`src/rtl/rtu_rob_queue.sv`:
```
// RTU reorder buffer: in-order allocate, out-of-order complete,
// two-wide in-order retire with registered redirect pulse.
module rtu_rob_queue #(
  parameter int DEPTH  = 16,
  parameter int IID_W  = $clog2(DEPTH),
  parameter int PC_W   = 64,
  parameter int PDST_W = 6
) (
  input  logic              clk,
  input  logic              rst_clk,
  input  logic              create_vld,
  input  logic [PC_W-1:0]   create_pc,
  input  logic              create_dst_vld,
  input  logic [PDST_W-1:0] create_pdst,
  output logic              create_rdy,
  output logic [IID_W-1:0]  create_iid,
  input  logic              cmpl0_vld,
  input  logic [IID_W-1:0]  cmpl0_iid,
  input  logic              cmpl0_jump,
  input  logic              cmpl1_vld,
  input  logic [IID_W-1:0]  cmpl1_iid,
  input  logic              rtu_global_flush,
  output logic              retire0_vld,
  output logic              retire1_vld,
  output logic [PDST_W-1:0] retire0_pdst,
  output logic [PDST_W-1:0] retire1_pdst,
  output logic              retire0_dst_vld,
  output logic              retire1_dst_vld,
  output logic              flush_vld,
  output logic              jump_vld,
  output logic [PC_W-1:0]   flush_pc,
  output logic              rob_empty,
  output logic [IID_W:0]    entry_cnt
);

  logic [IID_W-1:0]  head_q;
  logic [IID_W-1:0]  tail_q;
  logic [IID_W-1:0]  head1;
  logic [IID_W:0]    count_q;
  logic [DEPTH-1:0]  vld_q;
  logic [DEPTH-1:0]  cmpl_q;
  logic [DEPTH-1:0]  jmp_q;
  logic [DEPTH-1:0]  dvld_q;
  logic [PC_W-1:0]   pc_q [DEPTH];
  logic [PDST_W-1:0] pdst_q [DEPTH];
  logic              flush_q;
  logic [PC_W-1:0]   fpc_q;

  logic [DEPTH-1:0]  hit0;
  logic [DEPTH-1:0]  hit1;
  logic [DEPTH-1:0]  jset;
  logic [DEPTH-1:0]  eff_c;
  logic [DEPTH-1:0]  eff_j;
  logic [DEPTH-1:0]  vld_clr;
  logic [DEPTH-1:0]  vld_set;
  logic              blk;
  logic              ret0;
  logic              ret1;
  logic              redir;
  logic              fire;
  logic [1:0]        nret;

  always_comb begin
    hit0 = '0;
    hit1 = '0;
    for (int i = 0; i < DEPTH; i++) begin
      hit0[i] = cmpl0_vld & (cmpl0_iid == IID_W'(i));
      hit1[i] = cmpl1_vld & (cmpl1_iid == IID_W'(i));
    end
  end

  // same-cycle completion bypasses the stored flags
  assign jset  = hit0 & {DEPTH{cmpl0_jump}};
  assign eff_c = cmpl_q | hit0 | hit1;
  assign eff_j = jmp_q | jset;

  assign head1 = head_q + IID_W'(1);
  assign blk   = flush_q | rtu_global_flush;
  assign ret0  = vld_q[head_q] & eff_c[head_q] & ~blk;
  assign ret1  = ret0 & vld_q[head1] & eff_c[head1]
               & ~eff_j[head_q];
  assign redir = ret0 & eff_j[head_q];
  assign nret  = {1'b0, ret0} + {1'b0, ret1};

  assign create_rdy = (count_q != (IID_W+1)'(DEPTH)) & ~blk;
  assign fire       = create_vld & create_rdy;

  assign vld_clr = ({DEPTH{ret0}} & (DEPTH'(1) << head_q))
                 | ({DEPTH{ret1}} & (DEPTH'(1) << head1));
  assign vld_set = {DEPTH{fire}} & (DEPTH'(1) << tail_q);

  assign create_iid      = tail_q;
  assign retire0_vld     = ret0;
  assign retire1_vld     = ret1;
  assign retire0_pdst    = ret0 ? pdst_q[head_q] : '0;
  assign retire1_pdst    = ret1 ? pdst_q[head1] : '0;
  assign retire0_dst_vld = ret0 & dvld_q[head_q];
  assign retire1_dst_vld = ret1 & dvld_q[head1];
  assign flush_vld       = flush_q;
  assign jump_vld        = flush_q;
  assign flush_pc        = fpc_q;
  assign rob_empty       = (count_q == '0);
  assign entry_cnt       = count_q;

  always_ff @(posedge clk or posedge rst_clk) begin
    if (rst_clk) begin
      head_q  <= '0;
      tail_q  <= '0;
      count_q <= '0;
      vld_q   <= '0;
      cmpl_q  <= '0;
      jmp_q   <= '0;
      dvld_q  <= '0;
      flush_q <= 1'b0;
      fpc_q   <= '0;
      for (int i = 0; i < DEPTH; i++) begin
        pc_q[i]   <= '0;
        pdst_q[i] <= '0;
      end
    end else begin
      flush_q <= redir;
      if (redir) fpc_q <= pc_q[head_q];
      if (blk) begin
        head_q  <= '0;
        tail_q  <= '0;
        count_q <= '0;
        vld_q   <= '0;
        cmpl_q  <= '0;
        jmp_q   <= '0;
      end else begin
        head_q  <= head_q + IID_W'(nret);
        tail_q  <= tail_q + IID_W'(fire);
        count_q <= count_q + (IID_W+1)'(fire)
                 - (IID_W+1)'(nret);
        vld_q   <= (vld_q & ~vld_clr) | vld_set;
        cmpl_q  <= (cmpl_q | ((hit0 | hit1) & vld_q))
                 & ~vld_set;
        jmp_q   <= (jmp_q | (jset & vld_q)) & ~vld_set;
        if (fire) begin
          pc_q[tail_q]   <= create_pc;
          dvld_q[tail_q] <= create_dst_vld;
          pdst_q[tail_q] <= create_dst_vld ? create_pdst : '0;
        end
      end
    end
  end

endmodule

```
`config.mk`:
```
export PLATFORM = sky130hd
export DESIGN_NAME = rtu_rob_queue
export DESIGN_NICKNAME = d
export VERILOG_FILES = /design/src/rtl/rtu_rob_queue.sv
export SDC_FILE = /design/constraint.sdc
export NUM_CORES = 2
export LEC_CHECK = 0
export CAP_MARGIN = 0
export CORE_MARGIN = 2
export CORE_UTILIZATION = 65
export DETAILED_ROUTE_END_ITERATION = 7
export GPL_ROUTABILITY_DRIVEN = 1
export GPL_TIMING_DRIVEN = 0
export PLACE_DENSITY = 0.86
export SYNTH_ARGS = -nofsm -noshare
export SYNTH_HDL_FRONTEND = slang
export SYNTH_SLANG_ARGS = --single-unit
```
`constraint.sdc`:
```
create_clock -name clk -period 80.9 [get_ports clk]
set_input_delay 20.225 -clock clk [delete_from_list [all_inputs] [get_ports clk]]
set_output_delay 20.225 -clock clk [all_outputs]
set_load 0.005 [all_outputs]
```
; After elaboration in Yosys (flattened, before gate mapping)
; Cells that the tools add are included.
[word_totals]
register_bits = 1262
input_bits = 86
output_inout_bits = 93
wordCells = 203
[op_classes]
n_addsub = 6
n_lt_le_gt_ge = 8
eq_ne = 31
shifts = 3
muxes = 41
n_bitwise = 67
reduce_logical = 6
[ops]
columns = cell, n
row1 = 1024-bit bitwise mux, 1
row2 = 64-bit binary-select mux with 4-bit select, 1
row3 = 64-bit demux with 4-bit select, 1
row4 = 64-bit 2-to-1 mux, 3
row5 = 16-bit AND, 9
row6 = 16-bit OR, 8
row7 = 96-bit bitwise mux, 1
row8 = 4-bit equality test (second input constant), 16
row9 = 6-bit binary-select mux with 4-bit select, 2
row10 = 16-bit 2-to-1 mux, 3
row11 = 6-bit 2-to-1 mux, 8
row12 = 1-bit by 4-bit left shift with 16-bit output (first input constant), 3
row13 = 1-bit AND, 42
row14 = 4-bit by 3-bit equality test with 1-bit output (second input constant), 8
row15 = 16-bit NOT, 2
row16 = 1-bit binary-select mux with 4-bit select, 7
row17 = 6-bit demux with 4-bit select, 1
row18 = 16-bit bitwise mux, 1
row19 = 4-bit by 2-bit equality test with 1-bit output (second input constant), 4
row20 = 5-bit >= comparator (second input constant), 3
row21 = 4-bit by 5-bit < comparator with 1-bit output (second input constant), 3
row22 = 4-bit NOT with 5-bit output, 3
row23 = 4-bit by 1-bit equality test with 1-bit output (second input constant), 2
row24 = 4-bit logical NOT, 2
row25 = other kinds (18), 28

; Longest topological paths before layout
[logic_depth]
word_depth = 17
depth_mapped = 21
depth_no_buf = 20

; Least setup slack after synthesis
; No wires, ideal clock.
[synth_timing]
path_kind = input port to output port
start = input port cmpl0_iid[0]
end = output port retire1_vld
arrival_time_ns = 22.319
required_ns = 60.675
setup_slack_ns = 38.356
path_stages = 9
path_buffers = 2
cell_sequence = buf_2 and4b_1 buf_2 a221oi_2 nor4_1 or4_4 o21a_1 o221ai_1 nor2_1
[synth_via]
elab_chain_cells = 11
word_cells_on_any_way = 48
cone_classes = eq/ne (15) / mux (6) / bitwise (26) / reduce/logical (1)
[synth_rtl]
columns = item, line
row1 = "start, declared", 18  ; input logic [IID_W-1:0] cmpl0_iid,
row2 = "4-bit by 1-bit equality test with 1-bit output, or another cell as far along", 67  ; hit0[i] = cmpl0_vld & (cmpl0_iid == IID_W'(i));
row3 = 1-bit AND, 67
row4 = 16-bit OR (2 in a row), 74  ; assign eff_c = cmpl_q | hit0 | hit1;
row5 = 1-bit binary-select mux with 4-bit select, 79  ; assign ret0 = vld_q[head_q] & eff_c[head_q] & ~blk;
row6 = 1-bit 2-to-1 mux (implied by the code), 79
row7 = 1-bit AND (2 in a row), 79
row8 = 1-bit AND (2 in a row), 80  ; assign ret1 = ret0 & vld_q[head1] & eff_c[head1]
row9 = 1-bit AND (*), 81  ; & ~eff_j[head_q];
row10 = "end, declared", 24  ; output logic retire1_vld,
; Every way passes the cells marked *; elsewhere a longest branch is shown, timed or not. The select of a mux whose other input is x is not followed.

; Worst setup path after layout
[layout_timing]
start = input port cmpl0_vld
end = output port retire1_pdst[0]
[layout_via]
elab_chain_cells = 11
word_cells_on_any_way = 33
cone_classes = mux (7) / bitwise (26)
[layout_rtl]
columns = item, line
row1 = "start, declared", 17  ; input logic cmpl0_vld,
row2 = 1-bit AND, 67
row3 = 16-bit OR (2 in a row), 74
row4 = 1-bit binary-select mux with 4-bit select, 79
row5 = 1-bit 2-to-1 mux (implied by the code), 79
row6 = 1-bit AND (2 in a row), 79
row7 = 1-bit AND (2 in a row), 80
row8 = 1-bit AND (*), 81
row9 = 6-bit 2-to-1 mux (*), 96  ; assign retire1_pdst = ret1 ? pdst_q[head1] : '0;
row10 = "end, declared", 26  ; output logic [PDST_W-1:0] retire1_pdst,
; Marked as above.

==> flow_metrics.tcl <==
set metrics [dict create \
    fmax_mhz 22.0 \
    yosysTopAreaCell "dfrtp_1" \
    synthMuxAreaShare_pct 16.9 \
    async_reset_ff_share_pct 100 \
    ant_nets 0 \
    hold_depth 2 \
    clockRootBuffer "clkbuf_16" \
    synth.area.top_cells "dfrtp_1 (54%), nand2_1 (21%), mux4_2 (15%)" \
    end_kind "output port" \
    tns_ps 0 \
    fp.dieW_um 305 \
    fp.dieH_um 305 \
    power_mw 1.52 \
    syn_nets 6093 \
    track_usage_pct 42.7 \
    synth-main-ff-cell "dfrtp_1" \
    setup_violations 0 \
    violations "DRC, capacitance limit, slew limit" \
    critical_path_class "in -> out" \
    drt_iter0_markers 8133 \
    yosysMostFrequentCell "nand2_1" \
    post_drt_wl_per_cell_um 26.0 \
    hpwl_mm 124 \
    vias 50272 \
    synth_xor_area_share_pct 0.134 \
    power.density_nw_per_um2 22.9 \
    cts_max_level 4 \
    drive_gt1_share_pct 11.8 \
    synth_area_um2 58800 \
    r2r_cells 20 \
    fin_crit_ps 45430 \
    cp.required_ps 60670 \
    cp_max_fo 10 \
    avgSynthCellArea_um2 9.83 \
    drv_cap 5 \
    arrival_ps 25210 \
    port_buffers 113 \
    fp-row-count 110 \
    max_slew.worst_pin.slew_ps 1650 \
    ff2ff_setup_slack_ps 74190 \
    synthCells 5985 \
    io_pins 179 \
    startpoint "cmpl0_vld" \
    synthAdderAreaFrac_pct 0.493 \
    crit_top_cell "clkdlybuf4s50_1" \
    post_drt_via_cell_ratio 6.67 \
    clkLatencyLatePin_ps 780 \
    ys_top_cells_by_count "nand2_1 (3,259), dfrtp_1 (1,262), clkbuf_1 (419)" \
    path_cells "clkdlybuf4s50_1, clkbuf_1, and4_1, a221oi_1, mux4_2, o32ai_1, o221ai_1, nor3b_1, clkdlybuf4s50_1" \
    start_kind "input port" \
    final_nets 6352 \
    core_area_um2 89900 \
    cts_post_setup_buffers_inserted 0 \
    synth-edff-count 0 \
    slew_violations 49 \
    relSlewSlack_pct -10.3 \
    status "finished, violations left" \
    synth-compound-area-share_pct 2.59 \
    synth_top_family_by_area "simple AND/OR/NAND/NOR gates" \
    critPathSlowestCell "nor3b_1" \
    cts_tree "built" \
    regArea_um2 31600 \
    cpPeakStageDelay_ps 1080 \
    power_leakage_nw 33.3 \
    synth.distinct_cells 73 \
    wl_mm 196 \
    skew_ps 32.6 \
    worstReg2RegStart "head_q[0]$_DFF_PP0_" \
    dr.pass1.iters 8 \
    route.detailed.drc 14 \
    rsz0062_at_grt "false" \
    cts_buffers 133 \
    seq_area_frac_synth_pct 53.7 \
    r2r_end "entry_cnt[4]$_DFF_PP0_" \
    gp_congestion 0.970 \
    ys_warn_count 0 \
    cts-hold-fix-buffers 0 \
    synth_simple_gate_area_share_pct 22.6 \
    min_from "pc_q[592]$_DFFE_PP0P_" \
    vdd_ir_drop_max_mv 0.0203 \
    clock_tree.buffer_depth 3 \
    cts_resized 0 \
    n_fill_cell 5542 \
    grt_pass1_wl_mm 297 \
    worstSetupEndpoint "retire1_pdst[0]" \
    grt_max_degree 137 \
    cts.sinks 1262 \
    grt_pass1_vias 50670 \
    die_area_um2 92900 \
    synth_seq_cells 1262 \
    start_util_pct 65.5 \
    overflow 0 \
    area_delta_synth_final_pct 12.6 \
    yosys.area.top_type_share_pct 53.7 \
    clk_pin_slew_worst_paths_ps 50 \
    hold_path.class "reg -> reg" \
    min_period_over_period_pct 56.2 \
    timing_hold_violations_final 0 \
    antenna_found_initial 17 \
    multi_input_area_um2 25200 \
]
==> flip-flops by register name, summed over array words and instances, names as in the netlist <==
register    count
pc_q         1024
pdst_q         96
flush_pc       64
cmpl_q         16
dvld_q         16
jmp_q          16
vld_q          16
entry_cnt       5
create_iid      4
head_q          4
flush_vld       1
==> cell families (layout without fill, tap and decap cells) <==
kind of cell / count (synthesis) / count (layout)
fa+ha+maj: 22 / 22
compound gates: 239 / 239
mux: 470 / 470
other cells: 0 / 18
flops: 1262 / 1262
xor+xnor: 9 / 9
buf+inv: 535 / 897
simple gates: 3448 / 3448
==> layer usage <==
metal / global-route usage [%] / vias to the layer above / part of all wire (%)
li1: - / 20021 / -
met1: 51.7 / 24362 / 32
met2: 61.7 / 4503 / 44
met3: 17.0 / 1380 / 15
met4: 33.2 / 6 / 9.4
met5: 0 / - / 0.016
==> final cells by class <==
class                      instances  share of cell area, %
sequential                      1262                   47.7
antenna                           18                 0.0680
tap                             1176                   2.22
timing repair buffer             124                   2.14
clock buffer                     185                   5.71
clock inverter                    53                   1.03
buffer                           508                   3.04
multi-input combinational       4188                   38.0
inverter                          27                  0.164
==> power breakdown <==
group / internal (mW) / switching [mW]
clock network: 0.363 / 0.272
logic: 0.0721 / 0.0973
registers: 0.680 / 0.0324
total: 1.11 / 0.402
==> cells in the final DEF (no fill, tap or decap), types with 20 or more instances in the layout <==
cell type        synthesis  final
clkbuf_8                 0     26
clkdlybuf4s50_1          0    113
clkbuf_16                0    133
nor3_1                  34     33
ha_1                    20     20
mux4_2                 399    399
dfrtp_1               1262   1262
nor2_1                  52     51
inv_1                   22     21
a21oi_1                 25     25
nand2_1               3259   3259
clkbuf_1               419    441
buf_1                   45     44
buf_2                   35     35
mux2_4                  49     49
o21ai_0                110    110
clkinv_2                 0     23
==> per-stage QoR <==
stage	utilization [%]	setup slack (ps)	instance area (um2)	instances	hold WS [ps]
floorplan	-	25110	58800	5985	441
global placement	68.4	11840	61400	7274	452
detailed placement	68.7	35860	61700	7285	458
CTS	73.7	35850	66200	7523	473
global route	73.7	35470	66200	7529	483
finish	73.7	35470	66300	7541	471
==> worst max-delay path, delay by kind of cell <==
family                 cells  cell delay, ps
muxes                      1             510
and+or+nand+nor            2            1490
buffers and inverters      3            1500
AOI/OAI and AO/OA          3            1490
==> worst min path at each step <==
stage                                  endpoint
after floorplan           pc_q[100]$_DFFE_PP0P_
after global placement    pc_q[108]$_DFFE_PP0P_
after detailed placement   pc_q[85]$_DFFE_PP0P_
after CTS                  pc_q[85]$_DFFE_PP0P_
after global routing      pc_q[895]$_DFFE_PP0P_
final                     pc_q[592]$_DFFE_PP0P_
Note: power is estimated with default switching activity, not from simulation.
